<file path="src/rtl/instruction_fetch.sv">
// rtl/instruction_fetch.sv - instruction fetch stage between program counter and execute stage
//
// Purpose: takes one program address per four-phase req/ack handshake, reads the
// instruction word from a synchronous program ROM, buffers it as opcode/operand for
// the execute stage (second four-phase handshake), and decodes JMP locally to drive
// the program counter's load path.
//
// Ports:
//   clk, reset              clock, synchronous active-high reset
//   req_prev / ack_prev     address handshake with the program counter (req async)
//   address_in              program address, stable while req_prev is high
//   rom_en / rom_addr       ROM read strobe and address
//   rom_data                ROM word, valid the cycle after rom_en
//   req_next / ack_next     instruction handshake with the execute stage (ack async)
//   opcode_out/operand_out  buffered instruction fields
//   pc_write / pc_address   jump load request and target for the program counter
module instruction_fetch #(
    parameter int ADDR_WIDTH    = 8,
    parameter int OPERAND_WIDTH = 4,
    parameter int SYNC_STAGES   = 2
) (
    input  logic                       clk,
    input  logic                       reset,
    input  logic                       req_prev,
    output logic                       ack_prev,
    input  logic [ADDR_WIDTH-1:0]      address_in,
    output logic                       rom_en,
    output logic [ADDR_WIDTH-1:0]      rom_addr,
    input  logic [4+OPERAND_WIDTH-1:0] rom_data,
    output logic                       req_next,
    input  logic                       ack_next,
    output logic [3:0]                 opcode_out,
    output logic [OPERAND_WIDTH-1:0]   operand_out,
    output logic                       pc_write,
    output logic [ADDR_WIDTH-1:0]      pc_address
);

    localparam int          WORD_WIDTH = 4 + OPERAND_WIDTH;
    localparam logic [3:0]  OP_JMP     = 4'hC;

    typedef enum logic [1:0] {F_IDLE, F_READ, F_ACK, F_RTZ} fetch_state_t;
    typedef enum logic [1:0] {O_IDLE, O_REQ, O_RTZ}         out_state_t;

    fetch_state_t f_state;
    out_state_t   o_state;
    logic         buf_full;

    logic [SYNC_STAGES-1:0] req_sync;
    logic [SYNC_STAGES-1:0] ack_sync;
    logic                   req_s;
    logic                   ack_s;

    always_ff @(posedge clk) begin
        if (reset) begin
            req_sync <= '0;
            ack_sync <= '0;
        end else begin
            req_sync <= {req_sync[SYNC_STAGES-2:0], req_prev};
            ack_sync <= {ack_sync[SYNC_STAGES-2:0], ack_next};
        end
    end

    assign req_s = req_sync[SYNC_STAGES-1];
    assign ack_s = ack_sync[SYNC_STAGES-1];

    logic set_buf;
    logic clr_buf;
    assign set_buf = (f_state == F_ACK);
    assign clr_buf = (o_state == O_REQ) && ack_s;

    // Both FSMs share one block because buf_full is set by the fetch side and
    // cleared by the output side.
    always_ff @(posedge clk) begin
        if (reset) begin
            f_state     <= F_IDLE;
            o_state     <= O_IDLE;
            buf_full    <= 1'b0;
            ack_prev    <= 1'b0;
            rom_en      <= 1'b0;
            rom_addr    <= '0;
            req_next    <= 1'b0;
            opcode_out  <= '0;
            operand_out <= '0;
            pc_write    <= 1'b0;
            pc_address  <= '0;
        end else begin
            case (f_state)
                F_IDLE: begin
                    if (req_s && !buf_full) begin
                        rom_addr <= address_in;
                        rom_en   <= 1'b1;
                        f_state  <= F_READ;
                    end
                end
                F_READ: begin
                    rom_en  <= 1'b0;
                    f_state <= F_ACK;
                end
                F_ACK: begin
                    opcode_out  <= rom_data[WORD_WIDTH-1 -: 4];
                    operand_out <= rom_data[OPERAND_WIDTH-1:0];
                    ack_prev    <= 1'b1;
                    // JMP result holds until the next capture so the program
                    // counter sees it before its following request.
                    if (rom_data[WORD_WIDTH-1 -: 4] == OP_JMP) begin
                        pc_write   <= 1'b1;
                        pc_address <= ADDR_WIDTH'(rom_data[OPERAND_WIDTH-1:0]);
                    end else begin
                        pc_write   <= 1'b0;
                    end
                    f_state <= F_RTZ;
                end
                F_RTZ: begin
                    if (!req_s) begin
                        ack_prev <= 1'b0;
                        f_state  <= F_IDLE;
                    end
                end
                default: f_state <= F_IDLE;
            endcase

            case (o_state)
                O_IDLE: begin
                    // Requiring ack_s low also discards an acknowledge left
                    // high across a reset until it has been seen low.
                    if (buf_full && !ack_s) begin
                        req_next <= 1'b1;
                        o_state  <= O_REQ;
                    end
                end
                O_REQ: begin
                    if (ack_s) begin
                        req_next <= 1'b0;
                        o_state  <= O_RTZ;
                    end
                end
                O_RTZ: begin
                    if (!ack_s) begin
                        o_state <= O_IDLE;
                    end
                end
                default: o_state <= O_IDLE;
            endcase

            if (set_buf) begin
                buf_full <= 1'b1;
            end else if (clr_buf) begin
                buf_full <= 1'b0;
            end
        end
    end

    // F_IDLE only leaves with buf_full low, so a capture can never meet a release.
    always @(posedge clk) begin
        if (!reset) begin
            assert (!(set_buf && clr_buf));
        end
    end

endmodule

</file>
<file path="config.mk">
export PLATFORM = sky130hd
export DESIGN_NAME = instruction_fetch
export DESIGN_NICKNAME = d
export VERILOG_FILES = /design/src/rtl/instruction_fetch.sv
export SDC_FILE = /design/constraint.sdc
export NUM_CORES = 1
export LEC_CHECK = 0
export CAP_MARGIN = 20
export CELL_PAD_IN_SITES_DETAIL_PLACEMENT = 1
export CELL_PAD_IN_SITES_GLOBAL_PLACEMENT = 1
export CORE_MARGIN = 5
export CORE_UTILIZATION = 34
export CTS_BUF_LIST = sky130_fd_sc_hd__clkbuf_4
export CTS_CLUSTER_DIAMETER = 200
export DETAILED_ROUTE_END_ITERATION = 7
export PLACE_DENSITY_LB_ADDON = 0.1
export SYNTH_ARGS = -nofsm -noshare
export SYNTH_HDL_FRONTEND = slang
export SYNTH_SLANG_ARGS = --single-unit
</file>
<file path="constraint.sdc">
create_clock -name clk -period 1.6 [get_ports clk]
set_clock_uncertainty 0.2 [all_clocks]
set_input_delay 0.32 -clock clk [delete_from_list [all_inputs] [get_ports clk]]
set_output_delay 0.32 -clock clk [all_outputs]
set_load 0.1 [all_outputs]
</file>
=== Word-level counts from Yosys, hierarchy flattened ===
Index checks and enable logic that the tools add are counted.
W data, S select, Z words.

* $add $sub $neg: 0
* Multiply operators: 0
* Divide/modulo/power cells: 0
* $lt $le $gt $ge: 0
* Equal/unequal tests: 11
* Shifts and indexed selects: 0
* Muxes and demuxes: 17
* Bitwise operators: 0
* Reduce and logical (&&, ||, !) cells: 18

{| class="wikitable"
|+ Operators by type and width
! cell !! count
|-
| $mux W2 || 5
|-
| $ne A2 B2 Y1 const B || 5
|-
| $reduce_and A2 Y1 || 5
|-
| $pmux W2 S4 || 1
|-
| $reduce_bool A2 Y1 || 4
|-
| $mux W1 || 7
|-
| $eq A2 B2 Y1 const B || 3
|-
| $pmux W1 S2 || 3
|-
| $pmux W2 S3 || 1
|-
| $reduce_and A3 Y1 || 2
|-
| $eq A2 B1 Y1 const B || 2
|-
| $eq A4 B4 Y1 const B || 1
|-
| $logic_not A2 Y1 || 2
|-
| $logic_and A1 B1 Y1 || 3
|-
| $logic_not A1 Y1 || 2
|}

* Register bits: 33
* Bits in latches: 0
* Bits in writable memories: 0
* Memory bits (read-only): 0
* Input bits: 20
* Output and inout port bits: 28
* Logic and storage cells: 59
* Memories kept: 0

=== Longest topological paths before layout ===
Gate-level depths: netlist of the first run.

* Word-level depth: 4
* Depth in mapped cells: 6
* Mapped depth without buffers: 5

=== Worst setup path after synthesis of the first run ===
Ideal clock, no wire load.

* Path type: register to register
* Start: reg req_next (netlist name)
* End: reg req_next
* Library setup time: 0.071 ns
* Arrival time: 1.293 ns
* Required time: 1.329 ns
* Slack: 0.036 ns
* Stages on the path, launching flop included: 3
* Buffers on the path: 0
* Clock period less this slack: 1.564 ns
* Path through: dfxtp_1 -> o21ai_0 -> a21oi_1

{| class="wikitable"
|+ RTL lines
! item !! line !! source
|-
| end signal, assigned || 81 || <nowiki>req_next <= 1'b0;</nowiki>
|-
| end signal, assigned || 127 || <nowiki>req_next <= 1'b1;</nowiki>
|-
| end signal, assigned || 133 || <nowiki>req_next <= 1'b0;</nowiki>
|-
| end, declared || 30 || <nowiki>output logic req_next,</nowiki>
|}

=== Worst setup path in the final report of the first run ===
* Start: reg f_state[1]
* End: reg rom_addr[0]

* Longest elaborated chain between the ends: 2

{| class="wikitable"
|+ Ends and longest elaborated chain
! item !! line !! source
|-
| start, declared || 44 || <nowiki>fetch_state_t f_state;</nowiki>
|-
| start signal, assigned || 75 || <nowiki>f_state <= F_IDLE;</nowiki>
|-
| start signal, assigned || 92 || <nowiki>f_state <= F_READ;</nowiki>
|-
| start signal, assigned || 97 || <nowiki>f_state <= F_ACK;</nowiki>
|-
| $logic_not A2 Y1 || 87 || <nowiki>case (f_state)</nowiki>
|-
| $reduce_and A2 Y1 (no source line) || n/a ||
|-
| end signal, assigned || 90 || <nowiki>rom_addr <= address_in;</nowiki>
|-
| end, declared || 28 || <nowiki>output logic [ADDR_WIDTH-1:0] rom_addr,</nowiki>
|}

No other way between the ends.
A chain may end at the register's enable or synchronous reset.

==> results of run 1 <==
[what timing repair did]
| item | 4_1_cts | 5_1_grt |
|---|---|---|
| buffers inserted | 0 | 1 |
| resized for setup | 2 | 5 |
| pin swaps | 0 | 0 |
| hold buffers | 0 | 0 |
| setup endpoints to repair | 5 | 14 |
[layout by cell type, fill, tap and decap left out, types with 2 or more instances in the layout]
| master | synthesis | layout |
|---|---|---|
| dfxtp_2 | 0 | 2 |
| mux2i_1 | 21 | 20 |
| buf_4 | 5 | 8 |
| clkbuf_4 | 0 | 5 |
| clkinv_1 | 0 | 2 |
| nand3b_1 | 2 | 2 |
| nand2b_1 | 12 | 12 |
| conb_1 | 1 | 4 |
| clkdlybuf4s50_1 | 0 | 19 |
| a21oi_1 | 3 | 3 |
| nor2b_1 | 5 | 5 |
| o21ai_0 | 2 | 2 |
| inv_1 | 4 | 4 |
| buf_12 | 0 | 26 |
| nor2_1 | 20 | 20 |
| ha_2 | 0 | 2 |
| ha_1 | 4 | 2 |
| dfxtp_1 | 33 | 31 |
[kinds of logic after synthesis]
group,synth area share (%)
buffers and inverters,6.957
other,0.2780
multiplexers,15.58
XOR/XNOR,0.6495
AO/OA/AOI/OAI,6.958
adder cells (fa/ha/maj),3.711
AND/OR/NAND/NOR,16.88
flip-flops,48.98
[per-layer routing]
metal  share of wire [%]  GRT usage [%]  up-vias  routed length (um)
met4                 1.2          6.762        0                  41
met1                  38          14.70      515                1324
met3                 8.8          7.851        7                 308
met2                  52          24.13       34                1816
li1                    -              -      524                   -
met5                   0              0        -                   0
[worst max-delay path: cells and delay by family, from the launching register on]
family        cells  cell delay, ns
buf+inv           2            0.23
fa+ha+maj         1            0.18
simple gates      2            0.23
mux               1            0.21
flops             1            0.37
[layout make-up]
type                       count  area [um2]
fill                         422        1568
sequential                    33       663.1
clock inverter                 3       12.51
timing repair buffer          53       770.7
tap                           48       60.06
clock buffer                   5       37.54
multi-input combinational     86       616.8
inverter                       4       15.01
[per-stage QoR]
step           power, uW  util [%]  setup slack, ns
2_1_floorplan       1861         -          0.03571
3_5_place_dp        2380     56.22          -0.1662
6_report            2823     58.12          0.08308
5_1_grt             2969     58.12        0.0009862
3_3_place_gp        2330     56.22          -0.1152
4_1_cts             2841     57.65          0.01219
[worst max path at each step]
stage,end,slack [ns]
final,rom_addr[0],0.08
after global routing,rom_addr[0],0.001
after CTS,rom_addr[1],0.01
after detailed placement,pc_address[0],-0.17
after global placement,pc_address[1],-0.12
after floorplan,req_next,0.04
[state kept, by name, indices dropped and copies added, names as in the netlist]
| name | flops |
|---|---|
| pc_address | 4 |
| opcode_out | 4 |
| buf_full | 1 |
| ack_sync | 2 |
| rom_addr | 8 |
| pc_write | 1 |
| o_state | 2 |
| f_state | 2 |
| req_next | 1 |
| rom_en | 1 |
| ack_prev | 1 |
| req_sync | 2 |
| operand_out | 4 |
[power groups by stage]
stage / combinational [uW] / clock, uW / sequential, uW
floorplan: 394 / 0 / 1470
global placement: 1290 / 0 / 1030
detailed placement: 1340 / 0 / 1040
CTS: 1340 / 472 / 1030
global route: 1420 / 505 / 1040
finish: 1350 / 447 / 1030
==> out/results.md, run 1 <==
Route
- 0 — residual antenna-violating net count after detailed routing
- 0 — DRC Markers
- 26 — DR iter-0 viols
- 15.05 um — average wire length per cell after detail routing
- 2 — number of detailed-routing iterations run before antenna repair
- 3491 um — routed wire length
- 1080 — total via count after detailed routing
- 4.655 — ratio of routed vias to standard cells

Global route
- 0 — antenna violations before repair
- 27 — maximum number of pins on one net before global-route repair
- 1226 — vias in the first global route
- 0 — total overflow reported by the global router
- 14.47% — global-route usage over all layers
- 5830 um — first-pass GRT wire length

Floorplan
- 0.003744 mm2 — CORE AREA
- 72.99 um — overall die width
- 0.005327 mm2 — Total Die Area
- 48 — I/O pin count
- 36.03% — effective utilization at floorplan
- 72.99 um — Die H
- 22 — number of rows created at floorplan

Critical path
- flop — CP Launch Type
- 0.08 ns — reg2reg setup slack
- flop — element type at the critical path end
- 1.64 ns — data required time at the worst endpoint
- 0.37 ns — peak per-stage delay on the critical path
- f_state[1] — Crit Reg-Reg Startpoint
- flop to flop — worst setup path class
- 1.55 ns — endpoint arrival time on the critical path
- dfxtp_2 — Max stage delay cell, worst path
- inv_1 > ha_2 > nand3b_1 > buf_12 > mux2i_2 > nor2_1 — critical path cell sequence
- 8 — largest driver fanout on the critical path
- rom_addr[0] — critical register-to-register path endpoint
- 6 — depth of the worst register-to-register path
- f_state[1] — start point of the critical path

Place
- 2703 um — hpwl dp
- 43 — port buffer count
- 0.002105 mm2 — total cell area at the placement stage
- 0.7029 — routability cong.
- 223 — number of cells after detailed placement

STA
- 1.517 ns — min Tclk post-route
- 0.2599 ns — final hold slack
- 0 — final hold violation count
- 0 ns — final total negative setup slack
- 94.81% — final worst path period share
- 0 — number of pins with negative max-slew slack in the final report
- 659.2 MHz — FMAX
- no — unrepaired setup endpoints after global routing
- 0 — setup violators final

Yosys
- 0 — count of flip-flops with a built-in enable after synthesis
- 10.30 um2 — per-instance average area after synthesis
- dfxtp_1 49%, mux2i_1 16%, nand2b_1 5.6%, nor2_1 5.6%, ha_1 3.7% — top area cells in the synthesized netlist
- dfxtp_1 — cell type with the largest total area after synthesis
- 131 — count of mapped cells out of synthesis
- 33 — number of flip-flops and latches in the synthesized netlist
- 33 x dfxtp_1, 21 x mux2i_1, 20 x nor2_1 — commonest cells in the synthesized netlist
- 0.001349 mm2 — area of the mapped netlist
- 48.98% — sequential element share of the synthesized area
- dfxtp_1 — top flip-flop cell by instance count after synthesis
- 48.98% — share of Yosys cell area claimed by the top area cell type
- dfxtp_1 — most frequent cell after synthesis
- 28 — number of different library cells in the post-synthesis netlist
- 0% — fraction of registers with async set/reset
- 0 — count of warnings emitted by yosys

Hold path
- ack_sync[1] — hold worst-path end
- 1 — number of cells on the worst hold path
- flop to flop — path category of the worst min-delay check
- ack_sync[0] — critical hold path startpoint

Pwr
- 1637 uW — design internal power
- 1298 mW/mm2 — ratio of total power to cell area
- 0.0008805 uW — P_leak
- 47.7% — combinational power share
- 42.01% — switching share of power
- 36.4% — sequential power share
- 15.8% — clock group share of total power
- 1186 uW — net switching component of the power
- 574.9 uV — peak ir drop on the vdd network

Cells and area
- 207 — number of nets in the final layout
- 26.09% — share of cells above drive strength 1
- 0 — total inserted antenna cells
- 232 — final standard cell count with taps included and fillers excluded
- 0.002176 mm2 — Final Instance Area
- 61.32% — signed area change from the synthesized netlist to the final layout

Clocking
- 0.10 ns — clock transition at the register clock pins on the worst setup and hold paths after CTS
- clkbuf_4 — clock tree root driver cell
- built — CTS tree
- 2 — deepest clock path buffer count
- 0.34 ns — clock network latency to the later pin of the worst-skew pair
- 5 — cts bufs inserted
- 2 — htree depth
- 33 — Clock Sink Count

Job
- 0 — MaxCap Viol Count

Outcome
- complete, no violations — outcome

Power figures use the tool's default switching activity.
==> run 2, diff against run 1 <==
Settings changed: CORE_ASPECT_RATIO set to 1.2, CORE_MARGIN 5 to unset, GPL_TIMING_DRIVEN set to 0.
==> out/results.md, run 2 (same netlist as run 1, synthesis figures left out) <==
Pwr
- 1376 mW/mm2 — ratio of total power to cell area
- 0.0008185 uW — P_leak
- 1455 uW — design internal power
- 1131 uW — net switching component of the power
- 39.1% — sequential power share
- 2586 uW — Total Power
- 43.9% — combinational power share
- 649.8 uV — peak ir drop on the vdd network
- 43.74% — switching share of power
- 16.9% — clock group share of total power

Job
- 0 — MaxCap Viol Count

Floorplan
- 0.004224 mm2 — Total Die Area
- 24 — number of rows created at floorplan
- 0.003724 mm2 — CORE AREA
- 59.50 um — overall die width
- 36.22% — effective utilization at floorplan
- 71.00 um — Die H
- 48 — I/O pin count

Clocking
- 0 — Hold-fix buffers, CTS
- 0.11 ns — clock transition at the register clock pins on the worst setup and hold paths after CTS
- 33 — Clock Sink Count
- 0.33 ns — clock network latency to the later pin of the worst-skew pair
- clkbuf_4 — clock tree root driver cell
- 2 — htree depth
- 0 — Post-CTS Repair Setup Buffers
- built — CTS tree
- 2 — deepest clock path buffer count
- 5 — cts bufs inserted

Global route
- 0 — total overflow reported by the global router
- 11 — maximum number of pins on one net before global-route repair
- 1110 — vias in the first global route
- 5099 um — first-pass GRT wire length
- 0 — antenna violations before repair
- 16.32% — global-route usage over all layers

Route
- 3197 um — routed wire length
- 13.43 um — average wire length per cell after detail routing
- 4.521 — ratio of routed vias to standard cells
- 0 — residual antenna-violating net count after detailed routing
- 0 — DRC Markers
- 1076 — total via count after detailed routing
- 2 — number of detailed-routing iterations run before antenna repair
- 22 — DR iter-0 viols

STA
- 0 — final hold violation count
- 0.2536 ns — final hold slack
- 95.73% — final worst path period share
- no — unrepaired setup endpoints after global routing
- 0 — setup violators final
- 652.9 MHz — FMAX
- 1.532 ns — min Tclk post-route
- 0.06834 ns — setup slack after layout
- 0 — number of pins with negative max-slew slack in the final report

Critical path
- 0.38 ns — peak per-stage delay on the critical path
- flop to flop — worst setup path class
- f_state[1] — Crit Reg-Reg Startpoint
- 4 — largest driver fanout on the critical path
- 1.62 ns — data required time at the worst endpoint
- 1.55 ns — endpoint arrival time on the critical path
- rom_addr[5] — critical register-to-register path endpoint
- 0.07 ns — reg2reg setup slack
- dfxtp_4 — Max stage delay cell, worst path
- flop — element type at the critical path end
- 6 — depth of the worst register-to-register path
- flop — CP Launch Type
- inv_1 > ha_4 > nand3b_1 > buf_4 > mux2i_1 > nor2_1 — critical path cell sequence
- flip-flops — cell family with the largest share of critical-path delay
- 2 — total buffers and inverters traversed by the critical path

Place
- 43 — port buffer count
- -0.3998 ns — dpl ws
- 229 — number of cells after detailed placement
- 2330 um — hpwl dp
- 0.001856 mm2 — total cell area at the placement stage
- 0.7044 — routability cong.

Hold path
- req_sync[1] — hold worst-path end
- req_sync[0] — critical hold path startpoint
- 1 — number of cells on the worst hold path
- flop to flop — path category of the worst min-delay check

Cells and area
- 39.33% — signed area change from the synthesized netlist to the final layout
- 25.81% — share of cells above drive strength 1
- rom_addr — register with the most flip-flops
- 209 — number of nets in the final layout
- 8 — flip-flop count of the largest register, all copies and words added
- 0.001879 mm2 — Final Instance Area
- 238 — final standard cell count with taps included and fillers excluded
- 31 x dfxtp_1, 29 x buf_4, 21 x mux2i_1 — most frequent cells in the layout
- dfxtp_1 — most frequent standard cell in the layout excluding fill and tap cells
- 0 — total inserted antenna cells

Outcome
- complete, no violations — outcome

-- run 2: cell types whose count changed in the layout (fill, tap and decap cells not counted), moves of 2 or more --
cell / previous run / this run
buf_12: 26 / 0
dfxtp_2: 2 / 0
dfxtp_4: 0 / 2
buf_2: 0 / 3
buf_4: 8 / 29
buf_6: 0 / 3
-- run 2: worst max path at each step --
stage                     cells past startpoint  slack, ns           from       endpoint
after CTS                                     6       0.02     f_state[0]    rom_addr[2]
after detailed placement                      1      -0.40  opcode_out[0]  opcode_out[0]
final                                         6       0.07     f_state[1]    rom_addr[5]
after global routing                          6      0.004     f_state[1]    rom_addr[6]
after floorplan                               2       0.04       req_next       req_next
after global placement                        1      -0.38  opcode_out[0]  opcode_out[0]
-- run 2: power groups by stage --
stage	Clock, uW	Sequential [uW]	Combinational (uW)
after floorplan	0	1470	394
after global placement	0	1000	1090
after detailed placement	0	1020	1110
after CTS	461	1000	1090
after global routing	492	1030	1200
final	438	1010	1140
-- run 2: what timing repair did --
item	CTS	global route
endpoints found under the setup margin	32	8
gates cloned	0	1
resized for setup	146	9
-- run 2: cell type report --
cell class                 instances  area [um2]
buffer                            11       82.58
tap                               52       65.06
fill                             470        1844
multi-input combinational         86       620.6
clock inverter                     3       12.51
clock buffer                       5       37.54
sequential                        33       668.1
inverter                           4       15.01
timing repair buffer              44       377.9
-- run 2: routing by layer --
| layer | track usage, % | vias to the layer above | wire length, um |
|---|---|---|---|
| met5 | 0 | - | 0 |
| met4 | 5.426 | 0 | 38 |
| met3 | 5.667 | 4 | 153 |
| met2 | 28.21 | 31 | 1640 |
| met1 | 18.34 | 510 | 1365 |
| li1 | - | 531 | - |
-- run 2: worst reg2reg max path: cells and delay by family, from the launching register on --
kind | cells | cell delay (ns)
adders and majority gates | 1 | 0.18
buffers and inverters | 2 | 0.27
DFF | 1 | 0.38
and+or+nand+nor | 2 | 0.20
muxes | 1 | 0.19
-- run 2: metrics by stage --
step	util (%)	setup TNS (ns)
floorplan	-	0
global placement	49.83	-11.78
detailed placement	49.83	-12.60
CTS	49.63	0
global route	50.47	0
finish	50.47	0
